## src/rtl/mem_inst_sequencer.sv

```systemverilog
`default_nettype none
// ============================================================================
// Module      : mem_inst_sequencer
// Description : Fetches instructions from a registered ROM and issues read,
//               shift, wait-for-interrupt and loop commands to the datapath.
// Revision    : 1.0 - initial release
// ============================================================================
module mem_inst_sequencer #(
  parameter int INST_WIDTH = 56,
  parameter int ADDR_WIDTH = 6,
  parameter int ITER_WIDTH = 16
) (
  input  logic                  CLK,
  input  logic                  RESET_N,
  input  logic                  START,
  input  logic [ITER_WIDTH-1:0] NUM_ITER,
  output logic [ADDR_WIDTH-1:0] ROM_ADDRESS,
  output logic                  ROM_ENABLE,
  input  logic [INST_WIDTH-1:0] ROM_DATA,
  output logic                  RD_REQ,
  input  logic                  RD_ACK,
  output logic                  SHIFT_VALID,
  input  logic                  SHIFT_READY,
  output logic [3:0]            SHIFT_AMOUNT,
  output logic [INST_WIDTH-9:0] SHIFT_LANES,
  input  logic                  WFI_RESUME,
  output logic                  BUSY,
  output logic                  DONE,
  output logic                  ERROR
);

  localparam logic [3:0] c_OP_READ  = 4'b0000;
  localparam logic [3:0] c_OP_SHIFT = 4'b0101;
  localparam logic [3:0] c_OP_WFI   = 4'b0110;
  localparam logic [3:0] c_OP_LOOP  = 4'b0111;

  typedef enum logic [2:0] {
    S_IDLE   = 3'd0,
    S_FETCH  = 3'd1,
    S_DECODE = 3'd2,
    S_RD     = 3'd3,
    S_SH     = 3'd4,
    S_WFI    = 3'd5,
    S_LP     = 3'd6
  } state_t;

  state_t                r_state;
  state_t                w_next_state;
  logic [ADDR_WIDTH-1:0] r_pc;
  logic [ITER_WIDTH-1:0] r_iter;
  logic [ITER_WIDTH-1:0] r_num_iter;
  logic [ITER_WIDTH-1:0] w_iter_inc;
  logic [3:0]            r_shift_amount;
  logic [INST_WIDTH-9:0] r_shift_lanes;
  logic                  r_done;
  logic                  r_error;
  logic                  w_start;
  logic                  w_pc_inc;
  logic                  w_pc_clr;
  logic                  w_load_instr;
  logic                  w_set_error;
  logic                  w_iter_step;
  logic                  w_done_set;
  logic [3:0]            w_op;

  assign w_iter_inc = r_iter + ITER_WIDTH'(1);
  assign w_op       = ROM_DATA[7:4];

  always_ff @(posedge CLK or negedge RESET_N) begin
    if (!RESET_N) begin
      r_state <= S_IDLE;
    end else begin
      r_state <= w_next_state;
    end
  end

  always_comb begin
    w_next_state = r_state;
    w_start      = 1'b0;
    w_pc_inc     = 1'b0;
    w_pc_clr     = 1'b0;
    w_load_instr = 1'b0;
    w_set_error  = 1'b0;
    w_iter_step  = 1'b0;
    w_done_set   = 1'b0;
    case (r_state)
      S_IDLE: begin
        if (START) begin
          w_start      = 1'b1;
          w_next_state = S_FETCH;
        end
      end
      S_FETCH: w_next_state = S_DECODE;
      S_DECODE: begin
        // Dispatch straight from ROM_DATA; the captured copy feeds the shift payload.
        w_load_instr = 1'b1;
        if (w_op == c_OP_READ && ROM_DATA[0]) begin
          w_next_state = S_RD;
        end else if (w_op == c_OP_SHIFT) begin
          w_next_state = S_SH;
        end else if (w_op == c_OP_WFI) begin
          w_next_state = S_WFI;
        end else if (w_op == c_OP_LOOP) begin
          w_next_state = S_LP;
        end else begin
          w_set_error  = 1'b1;
          w_next_state = S_IDLE;
        end
      end
      S_RD: begin
        if (RD_ACK) begin
          w_pc_inc     = 1'b1;
          w_next_state = S_FETCH;
        end
      end
      S_SH: begin
        if (SHIFT_READY) begin
          w_pc_inc     = 1'b1;
          w_next_state = S_FETCH;
        end
      end
      S_WFI: begin
        if (WFI_RESUME) begin
          w_pc_inc     = 1'b1;
          w_next_state = S_FETCH;
        end
      end
      S_LP: begin
        w_iter_step = 1'b1;
        if (w_iter_inc == r_num_iter) begin
          w_done_set   = 1'b1;
          w_next_state = S_IDLE;
        end else begin
          w_pc_clr     = 1'b1;
          w_next_state = S_FETCH;
        end
      end
      default: w_next_state = S_IDLE;
    endcase
  end

  always_ff @(posedge CLK or negedge RESET_N) begin
    if (!RESET_N) begin
      r_pc           <= '0;
      r_iter         <= '0;
      r_num_iter     <= '0;
      r_shift_amount <= '0;
      r_shift_lanes  <= '0;
      r_done         <= 1'b0;
      r_error        <= 1'b0;
    end else begin
      r_done <= w_done_set;
      if (w_start) begin
        r_pc       <= '0;
        r_iter     <= '0;
        r_error    <= 1'b0;
        // A request for zero passes runs the program once.
        r_num_iter <= (NUM_ITER == '0) ? ITER_WIDTH'(1) : NUM_ITER;
      end else begin
        if (w_pc_inc) begin
          r_pc <= r_pc + ADDR_WIDTH'(1);
        end else if (w_pc_clr) begin
          r_pc <= '0;
        end
        if (w_iter_step) begin
          r_iter <= w_iter_inc;
        end
        if (w_set_error) begin
          r_error <= 1'b1;
        end
      end
      if (w_load_instr) begin
        r_shift_amount <= ROM_DATA[3:0];
        r_shift_lanes  <= ROM_DATA[INST_WIDTH-1:8];
      end
    end
  end

  assign ROM_ADDRESS  = r_pc;
  assign ROM_ENABLE   = (r_state == S_FETCH);
  assign RD_REQ       = (r_state == S_RD);
  assign SHIFT_VALID  = (r_state == S_SH);
  assign SHIFT_AMOUNT = r_shift_amount;
  assign SHIFT_LANES  = r_shift_lanes;
  assign BUSY         = (r_state != S_IDLE);
  assign DONE         = r_done;
  assign ERROR        = r_error;

endmodule
`default_nettype wire
```

## config.mk

```make
export PLATFORM = sky130hd
export DESIGN_NAME = mem_inst_sequencer
export DESIGN_NICKNAME = d
export VERILOG_FILES = /design/src/rtl/mem_inst_sequencer.sv
export SDC_FILE = /design/constraint.sdc
export NUM_CORES = 1
export LEC_CHECK = 0
export ABC_AREA = 1
export CAP_MARGIN = 20
export CORE_ASPECT_RATIO = 1.75
export CORE_MARGIN = 5
export CORE_UTILIZATION = 51
export CTS_CLUSTER_DIAMETER = 40
export DETAILED_ROUTE_END_ITERATION = 7
export PLACE_DENSITY = 0.95
export SYNTH_ARGS = -nofsm -noshare
export SYNTH_HDL_FRONTEND = slang
export SYNTH_SLANG_ARGS = --single-unit
```

## constraint.sdc

```tcl
create_clock -name CLK -period 3.96 [get_ports CLK]
set_input_delay 0.792 -clock CLK [delete_from_list [all_inputs] [get_ports CLK]]
set_output_delay 0.792 -clock CLK [all_outputs]
set_load 0.01 [all_outputs]
```

== After elaboration in Yosys (flattened, before gate mapping) ==
Cells that the tools add are included.
Storage, ports and cells
  register bits after elaboration: 95
  input port bits: 78
  logic and storage cells: 68
Operators by class
  $add $sub $neg: 2
  equal/unequal tests: 14
  muxes and demuxes: 35
  reductions and logical operators: 9
Operators by type and width (number)
  $mux W16: 3
  $mux W3: 8
  $pmux W3 S7: 1
  $mux W1: 19
  $mux W6: 3
  $add A16 B1 Y16 const B: 1
  $eq A16 B16 Y1: 1
  $logic_not A16 Y1: 1
  $eq A4 B3 Y1 const B: 3
  $eq A3 B3 Y1 const B: 3
  $add A6 B1 Y6 const B: 1
  $eq A3 B2 Y1 const B: 2
  $reduce_bool A3 Y1: 2
  $logic_not A4 Y1: 1
  $ne A2 B1 Y1 const B: 2
  $ne A2 B2 Y1 const B: 2
  $reduce_and A4 Y1: 1
  $reduce_bool A2 Y1: 2
  $eq A3 B1 Y1 const B: 1
  $logic_not A3 Y1: 1
  $pmux W1 S3: 1
  $logic_and A1 B1 Y1: 1

== Longest topological paths before layout ==
Gate-level depths: netlist of the first run.
  word-level depth: 8
  gate-level depth with buffers: 16
  depth with buffers taken out: 16

== Worst setup path after synthesis of the first run ==
No wires, ideal clock.
  path kind: flip-flop to flip-flop
  start: register r_iter[0]
  end: register r_state[0]
  library setup time: 0.116 ns
  arrival: 1.725 ns
  setup slack: 2.119 ns
  cell stages (with the launch flop): 15
  clock period less this slack: 1.841 ns
  path through: dfrtp_1 -> ha_1 -> or2_2 -> nand3b_1 -> nand2_1 -> nor2_1 -> nand2_1 -> nor2_2 -> nand3_1 -> nor2_1 -> nand2_1 -> nand2_2 -> nand2_1 -> nand2_1 -> nand2_1
On the way
  cells in the longest elaborated chain, start to end: 4
RTL lines
  from (decl): line 50  | logic [ITER_WIDTH-1:0] r_iter;
  from (signal assigned): line 166  | r_iter <= w_iter_inc;
  $add A16 B1 Y16: line 66  | assign w_iter_inc = r_iter + ITER_WIDTH'(1);
  $eq A16 B16 Y1: line 130  | if (w_iter_inc == r_num_iter) begin
  $mux W1: line 130
  $pmux W3 S7: line 86  | case (r_state)
  to (signal assigned): line 73  | r_state <= w_next_state;
  to (decl): line 47  | state_t r_state;
Every way passes these cells.
A chain may end at the register's enable or synchronous reset.

== Final worst setup path of the first run ==
  start: register r_state[0]
  end: output BUSY
On the way
  cells in the longest elaborated chain, start to end: 1
RTL lines
  $reduce_bool A3 Y1: line 185  | assign BUSY = (r_state != S_IDLE);
  to (decl): line 27  | output logic BUSY,
Every way passes these cells.

==> results of run 1 <==
[layout make-up]
type                    count  area [um2]  share of cell area (%)
clock buffers               9         225                    3.51
multi-input cells         438        1970                    30.7
well taps                 117         146                    2.28
flip-flops and latches     95        2380                    37.1
clock inverters             7        78.8                    1.23
inverters                  42         158                    2.46
repair buffers            147        1450                    22.7
[cells in the mapped netlist (2+ instances only)]
cell type | number | area share (%)
xnor3_1 | 2 | 0.98
nand4_1 | 10 | 1.4
buf_2 | 4 | 0.44
nor3_1 | 4 | 0.44
clkbuf_1 | 13 | 1.1
o22ai_1 | 6 | 0.82
nor2_2 | 3 | 0.41
nand3b_1 | 6 | 0.98
nor2_1 | 30 | 2.5
xor2_1 | 2 | 0.38
or2_2 | 3 | 0.41
nor2_4 | 5 | 1.2
nor4_1 | 6 | 0.82
nand2_2 | 2 | 0.27
nand2_1 | 279 | 23
o21ai_0 | 22 | 2.4
dfrtp_1 | 95 | 52
a21oi_1 | 5 | 0.55
ha_1 | 2 | 0.55
nand3_1 | 45 | 4.9
inv_1 | 40 | 3.3
[placed cells by master, fill, tap and decap left out, drive strengths merged]
cell           synthesis  final
nor4                   6      6
bufinv                 0      1
nand2                281    281
nor2                  38     38
nor3                   5      5
o22ai                  6      6
nand3b                 6      6
dfrtp                 95     95
nor3b                  1      1
xnor3                  2      2
a22oi                  1      1
clkbuf                13      9
ha                     2      2
a21oi                  5      5
buf                    5      7
and3                   1      1
clkinv                 1      2
nand4                 10     10
o21ai                 22     22
xor2                   2      2
a31oi                  1      1
nand3                 45     45
inv                   41     44
clkdlybuf4s50          0    140
or2                    3      3
xnor2                  1      1
clkinvlp               0      2
[per-stage QoR]
step | hold WS, ps | setup slack [ps] | cell area [um2] | std cells
floorplan | 455 | 2120 | 4580 | 593
global placement | 453 | 1410 | 6100 | 839
detailed placement | 460 | 1340 | 6100 | 839
CTS | 477 | 1370 | 6410 | 855
global route | 495 | 1220 | 6410 | 855
finish | 472 | 1360 | 6410 | 855
[kinds of logic (layout without fill, tap and decap cells)]
group                    Yosys count  after routing
XOR/XNOR                           5              5
AND/OR/NAND/NOR                  396            396
AO/OA/AOI/OAI                     35             35
buffers and inverters             60            205
adder cells (fa/ha/maj)            2              2
flip-flops                        95             95
[routing by layer]
metal  part of all wire (%)  wire length, um
met2                     52             7030
met4                    4.0              543
met5                      0                0
met1                     35             4780
met3                    9.1             1230
[critical path: cells and delay by family, from the launching register on]
kind / cells / cell delay (ps)
buffers and inverters: 3 / 660
DFF: 1 / 470
and+or+nand+nor: 2 / 340
[registers in the layout, indices dropped and copies added (netlist names)]
name and count:
DONE 1, r_state 3, ROM_ADDRESS 6, r_iter 16
SHIFT_AMOUNT 4, ERROR 1, SHIFT_LANES 48, r_num_iter 16
[worst min path at each step]
stage,startpoint,to,slack (ps),cells after the start
after floorplan,r_num_iter[2],r_num_iter[2],460,2
after global placement,SHIFT_LANES[39],SHIFT_LANES[39],450,2
after detailed placement,SHIFT_LANES[3],SHIFT_LANES[3],460,2
after CTS,SHIFT_LANES[3],SHIFT_LANES[3],480,2
after global routing,SHIFT_LANES[43],SHIFT_LANES[43],500,2
final,SHIFT_LANES[2],SHIFT_LANES[2],470,2
[power by group through the flow]
stage,logic [mW],registers (mW),clock network (mW)
after detailed placement,1.87,1.59,0
final,1.87,1.59,0.888
after global routing,2.08,1.63,0.942
after floorplan,0.822,1.67,0
after CTS,1.89,1.59,0.897
after global placement,1.80,1.57,0
==> results by group, run 1 <==
Worst setup path
  • Critical Path AT: 1800 ps
  • R2R depth: 14
  • Setup crit end kind: primary output
  • CP Capture Point: BUSY
  • FF-to-FF setup slack: between 1500 and 2000 ps
  • Startpoint types: flop
  • Critical-path cell list: nor2_1 -> inv_1 -> nor2_1 -> inv_1 -> clkdlybuf4s50_1
  • Max stage delay cell, worst path: clkdlybuf4s50_1
  • Critical Path Source: r_state[0]
  • Crit-path max FO: 7
  • Worst R2R End: r_state[0]
  • Crit path kind: flop to primary output
  • Reg2reg start: r_iter[1]
  • CP max stage delay: between 400 and 500 ps
  • WP data required: 3170 ps

Detailed routing
  • DRC: 0
  • Via count: roughly 4,500
  • Via density: 5.32
  • Routed WL: roughly 14,000 um
  • First drt pass iteration count: 6
  • DR WL/cell: around 16 um
  • Antenna Nets Post-Route: 0
  • DR iter-0 viols: between 300 and 400

Die
  • I/O pins: roughly 140
  • Initial core utilization: 52.5%
  • Die footprint: between 0.01 and 0.015 mm2
  • Core ar.: 0.00873 mm2
  • Core Rows: 45
  • Die Wd: just over 80 um
  • Die height: about 140 um

Synthesis
  • Post-Synth XOR/XNOR Area: 1.56%
  • Synthesized net count: between 600 and 700
  • Syn_area_per_cell: around 7.7 um2
  • #FFs+latches synth: between 90 and 100
  • Ys Warns: 0
  • Simple-Gate Fraction of Synth Area: a little under two fifths
  • Ys flop type: dfrtp_1
  • Largest family of logic cells by synthesized area: simple AND/OR/NAND/NOR gates
  • Synthesized area: ~0.0046 mm2
  • Compound-cell area share of the yosys netlist: about 4.1%
  • Synth Area in Adders: 0.547%
  • Ys async rst share: 100%
  • Synth Instances: roughly 590
  • Yosys cell types: 30
  • EDFF count, synth: 0
  • Post-synthesis mux area share: 0%
  • Sequential area share after synthesis: between 50% and 60%

Clock tree
  • Deepest clock path buffer count: 2
  • Worst skew pair latency: 350 ps
  • CTS Root Cell: clkbuf_16
  • Hold Buf Count CTS: 0
  • Number of setup buffers added after CTS: 0
  • CTS buffer count: 9
  • Post-CTS sizing: 0
  • Clk pin slew, worst setup/hold paths: about 70 ps
  • TritonCTS clock tree: done
  • H-Tree Depth: 3
  • Clock Sinks: 95

Timing
  • Final Hold Vio Count: 0
  • Tcrit/Tclk final: ~66%
  • Fmax: 385 MHz
  • Setup tns final: 0 ps
  • Max-slew violations: 0
  • Slew margin rel.: around 36%
  • Minimum clock period: about 2600 ps
  • Endpoints failing setup: 0
  • Tightest Pin Transition: roughly 960 ps
  • RSZ-0062 raised after global routing: no
  • Clock Skew: 7.86 ps

Global routing
  • GRT met2 Usage: a little under half
  • Total track usage: 26.1%
  • Largest net degree at the start of global routing: 77
  • GRT overflow: 0
  • Met3 Resource Use GR: between 8 and 9%
  • First-pass GRT wire length: roughly 22,000 um
  • Number of global-route vias before repair: ~4,800
  • Initial antenna violation count: 0
  • GR Util met1: 27.3%
  • Gr busiest metal: met2

Pwr
  • Flop pwr share: roughly 37%
  • Sw power: roughly 1.6 mW
  • Clock group share of total power: approximately a fifth
  • Power Dens Cells: 679 mW/mm2
  • Combinational fraction of design power: between 40% and 50%
  • Peak supply drop: 0.538 mV
  • Tot Pwr: ~4.3 mW
  • Switching part of the total power: between 30% and 40%
  • Leak Pwr: 3.08 nW
  • Internal power: 2.72 mW

Status
  • Status: completed

Placement
  • Port bufs: between 100 and 150
  • Gp weighted congestion: just under 0.9
  • Detailed Place HPWL: 10,100 um

Flow run
  • Maxcap violations: 0

Finish
  • Area Growth Syn to Fin: 40.0%
  • Fillers: slightly above 600
  • Antenna diode count: 0
  • Util after Layout: between 70% and 80%
  • Share of cells above drive strength 1: a little over 5%
  • Nets@finish: 813

Hold path
  • Worst hold path class: flop to flop
(Power assumes the default switching activity.)
==> run 2: changes to the inputs <==
--- a/config.mk
+++ b/config.mk
@@ -9,10 +9,10 @@
 export CAP_MARGIN = 20
 export CORE_ASPECT_RATIO = 1.75
 export CORE_MARGIN = 5
-export CORE_UTILIZATION = 51
+export CORE_UTILIZATION = 47
 export CTS_CLUSTER_DIAMETER = 40
 export DETAILED_ROUTE_END_ITERATION = 7
-export PLACE_DENSITY = 0.95
+export PLACE_DENSITY = 0.9
 export SYNTH_ARGS = -nofsm -noshare
 export SYNTH_HDL_FRONTEND = slang
 export SYNTH_SLANG_ARGS = --single-unit
==> constraint.sdc (replaced) <==
create_clock -name CLK -period 2.6 [get_ports CLK]
set_input_delay 0.52 -clock CLK [delete_from_list [all_inputs] [get_ports CLK]]
set_output_delay 0.52 -clock CLK [all_outputs]
set_load 0.01 [all_outputs]
==> run 2 against run 1 <==
Against the previous run:
- wire length increased by 2.6%
- worst hold slack got worse by 330 ps
- flip-flop and latch count unchanged
- critical path depth decreased by 2
- utilization decreased by 5.9 points
- via count decreased by 0.79%
- clock power increased by 55%
- sequential share of layout area decreased by 0.17 points
- total power increased by 53%
- clock-buffer cell count increased by 1
- sequential power increased by 52%
- first-iteration DRC count decreased by 19%
==> results by group, run 2 (synthesis results as in run 1) <==
Status
  • Status: completed (unchanged)

Worst setup path
  • Startpoint types: flop (unchanged)
  • Crit-path max FO: 7 (unchanged)
  • Max stage delay cell, worst path: clkdlybuf4s50_1 (unchanged)
  • WP data required: 2080 ps (was 3170 ps)
  • FF-to-FF setup slack: 400 ps (was 1640 ps)
  • Critical Path AT: 1860 ps (was 1800 ps)
  • Reg2reg start: r_iter[0] (was r_iter[1])
  • Critical-path cell list: nand2_1 -> nor2_1 -> clkdlybuf4s50_1 (was nor2_1 -> inv_1 -> nor2_1 -> inv_1 -> clkdlybuf4s50_1)
  • CP max stage delay: 620 ps (was 490 ps)
  • Setup crit end kind: primary output (unchanged)
  • CP Capture Point: RD_REQ (was BUSY)
  • R2R depth: 14 (unchanged)
  • Worst R2R End: r_state[0] (unchanged)
  • Crit path kind: flop to primary output (unchanged)
  • Critical Path Source: r_state[0] (unchanged)

Finish
  • Area Growth Syn to Fin: 40.6% (was 40.0%)
  • Antenna diode count: 0 (unchanged)
  • Nets@finish: 813 (unchanged)
  • Most frequent cells in the layout: nand2_1, clkdlybuf4s50_1, dfrtp_1 (unchanged)
  • Commonest non-fill, non-tap cell in the layout: nand2_1 (unchanged)
  • Max FFs per register: 48 (unchanged)
  • Share of cells above drive strength 1: 5.15% (unchanged)
  • Reg area: 0.00238 mm2 (unchanged)
  • Area of the multi-input gates: 0.00197 mm2 (unchanged)
  • Fillers: 808 (was 619)
  • Post-route cell area: 0.00644 mm2 (was 0.00641 mm2)

Timing
  • Minimum clock period: about 2400 ps
  • Endpoints failing setup: 0 (unchanged)
  • RSZ-0062 raised after global routing: no (unchanged)
  • Fmax: around 420 MHz
  • Tightest Pin Transition: 526 ps (was 958 ps)
  • Max-slew violations: 0 (unchanged)
  • Final Hold Vio Count: 0 (unchanged)
  • Slew margin rel.: 64.9% (was 36.1%)
  • Clock Skew: 4.63 ps (was 7.86 ps)
  • Tcrit/Tclk final: between 90% and 100%
  • Setup tns final: 0 ps (unchanged)

Detailed routing
  • First drt pass iteration count: 5 (was 6)
  • Via density: 5.24 (was 5.32)
  • Routed WL: 13,900 um (was 13,600 um)
  • Via count: 4,510 (was 4,546)
  • DR WL/cell: 16.2 um (was 15.9 um)
  • Antenna Nets Post-Route: 0 (unchanged)
  • DR iter-0 viols: 294 (was 365)
  • DRC: 0 (unchanged)

Pwr
  • Peak supply drop: 0.613 mV (was 0.538 mV)
  • Leak Pwr: 3.09 nW (was 3.08 nW)
  • Power Dens Cells: 1030 mW/mm2 (was 679 mW/mm2)

Hold path
  • Worst hold path class: input port to asynchronous set/reset pin (was flop to flop)

Clock tree
  • Worst skew pair latency: 340 ps (was 350 ps)
  • Post-CTS sizing: 0 (unchanged)
  • Clk pin slew, worst setup/hold paths: 70 ps (about the same)
  • TritonCTS clock tree: done (unchanged)
  • Deepest clock path buffer count: 2 (unchanged)
  • Hold Buf Count CTS: 0 (unchanged)
  • Number of setup buffers added after CTS: 0 (unchanged)
  • CTS Root Cell: clkbuf_16 (unchanged)
  • CTS buffer count: 9 (unchanged)
  • H-Tree Depth: 3 (unchanged)
  • Clock Sinks: 95 (unchanged)

Placement
  • Gp weighted congestion: 0.954 (was 0.892)
  • DP Area: 0.00612 mm2 (was 0.00610 mm2)
  • Port bufs: 141 (unchanged)
  • Detailed Place HPWL: 10,700 um (was 10,100 um)

Flow run
  • Maxcap violations: 0 (unchanged)

Die
  • Die height: 141 um (was 135 um)
  • Core Rows: 47 (was 45)
  • Die Wd: 84.6 um (was 81.6 um)
  • I/O pins: 142 (unchanged)
  • Initial core utilization: 48.1% (was 52.5%)
  • Core ar.: 0.00953 mm2 (was 0.00873 mm2)
  • Die footprint: 0.0119 mm2 (was 0.0110 mm2)

Global routing
  • Largest net degree at the start of global routing: 61 (was 77)
  • Initial antenna violation count: 0 (unchanged)
  • Number of global-route vias before repair: 4,775 (was 4,783)
  • Total track usage: 23.7% (was 26.1%)
  • First-pass GRT wire length: 22,500 um (was 22,100 um)
  • GRT overflow: 0 (unchanged)
-- run 2: how the worst min path moves through the flow --
stage	startpoint	to	slack, ps	depth (start not counted)
after detailed placement	SHIFT_LANES[4]	SHIFT_LANES[4]	460	2
after global routing	RESET_N	r_num_iter[5]	190	1
after global placement	SHIFT_LANES[1]	SHIFT_LANES[1]	460	2
final	RESET_N	r_num_iter[3]	140	1
after floorplan	RESET_N	DONE	220	0
after CTS	RESET_N	r_num_iter[3]	160	1
-- run 2: worst max-delay path: cells and delay by family (launching register included) --
family,cells,cell delay [ps]
buf+inv,1,620
flops,1,490
simple gates,2,410
-- run 2: cell type report --
| type | count | area share, % |
|---|---|---|
| Sequential cell | 95 | 36.9 |
| Tap cell | 122 | 2.37 |
| Inverter | 42 | 2.45 |
| Multi-Input combinational cell | 438 | 30.6 |
| Clock inverter | 6 | 1.17 |
| Clock buffer | 10 | 3.71 |
| Timing Repair Buffer | 147 | 22.8 |
-- run 2: per-stage QoR --
stage	setup slack (ps)	std cells	utilization, %	hold slack (ps)	total power, mW
2_1_floorplan	759	593	-	224	3.80
3_3_place_gp	455	844	64.3	455	5.19
3_5_place_dp	419	844	64.3	457	5.28
4_1_cts	275	860	67.6	157	6.69
5_1_grt	142	860	67.6	190	7.09
6_report	223	860	67.6	142	6.64
-- run 2: routing by layer --
layer | up-vias | routed length [um] | track usage (%)
li1 | 2159 | - | -
met1 | 2100 | 5000 | 25.5
met2 | 209 | 7380 | 42.6
met3 | 42 | 962 | 5.11
met4 | 0 | 600 | 12.4
met5 | - | 0 | 0
-- run 2: power by group --
part / switching (mW) / internal, mW
Clock: 0.596 / 0.788
Sequential: 0.371 / 2.05
Combinational: 1.51 / 1.34
Total: 2.48 / 4.17
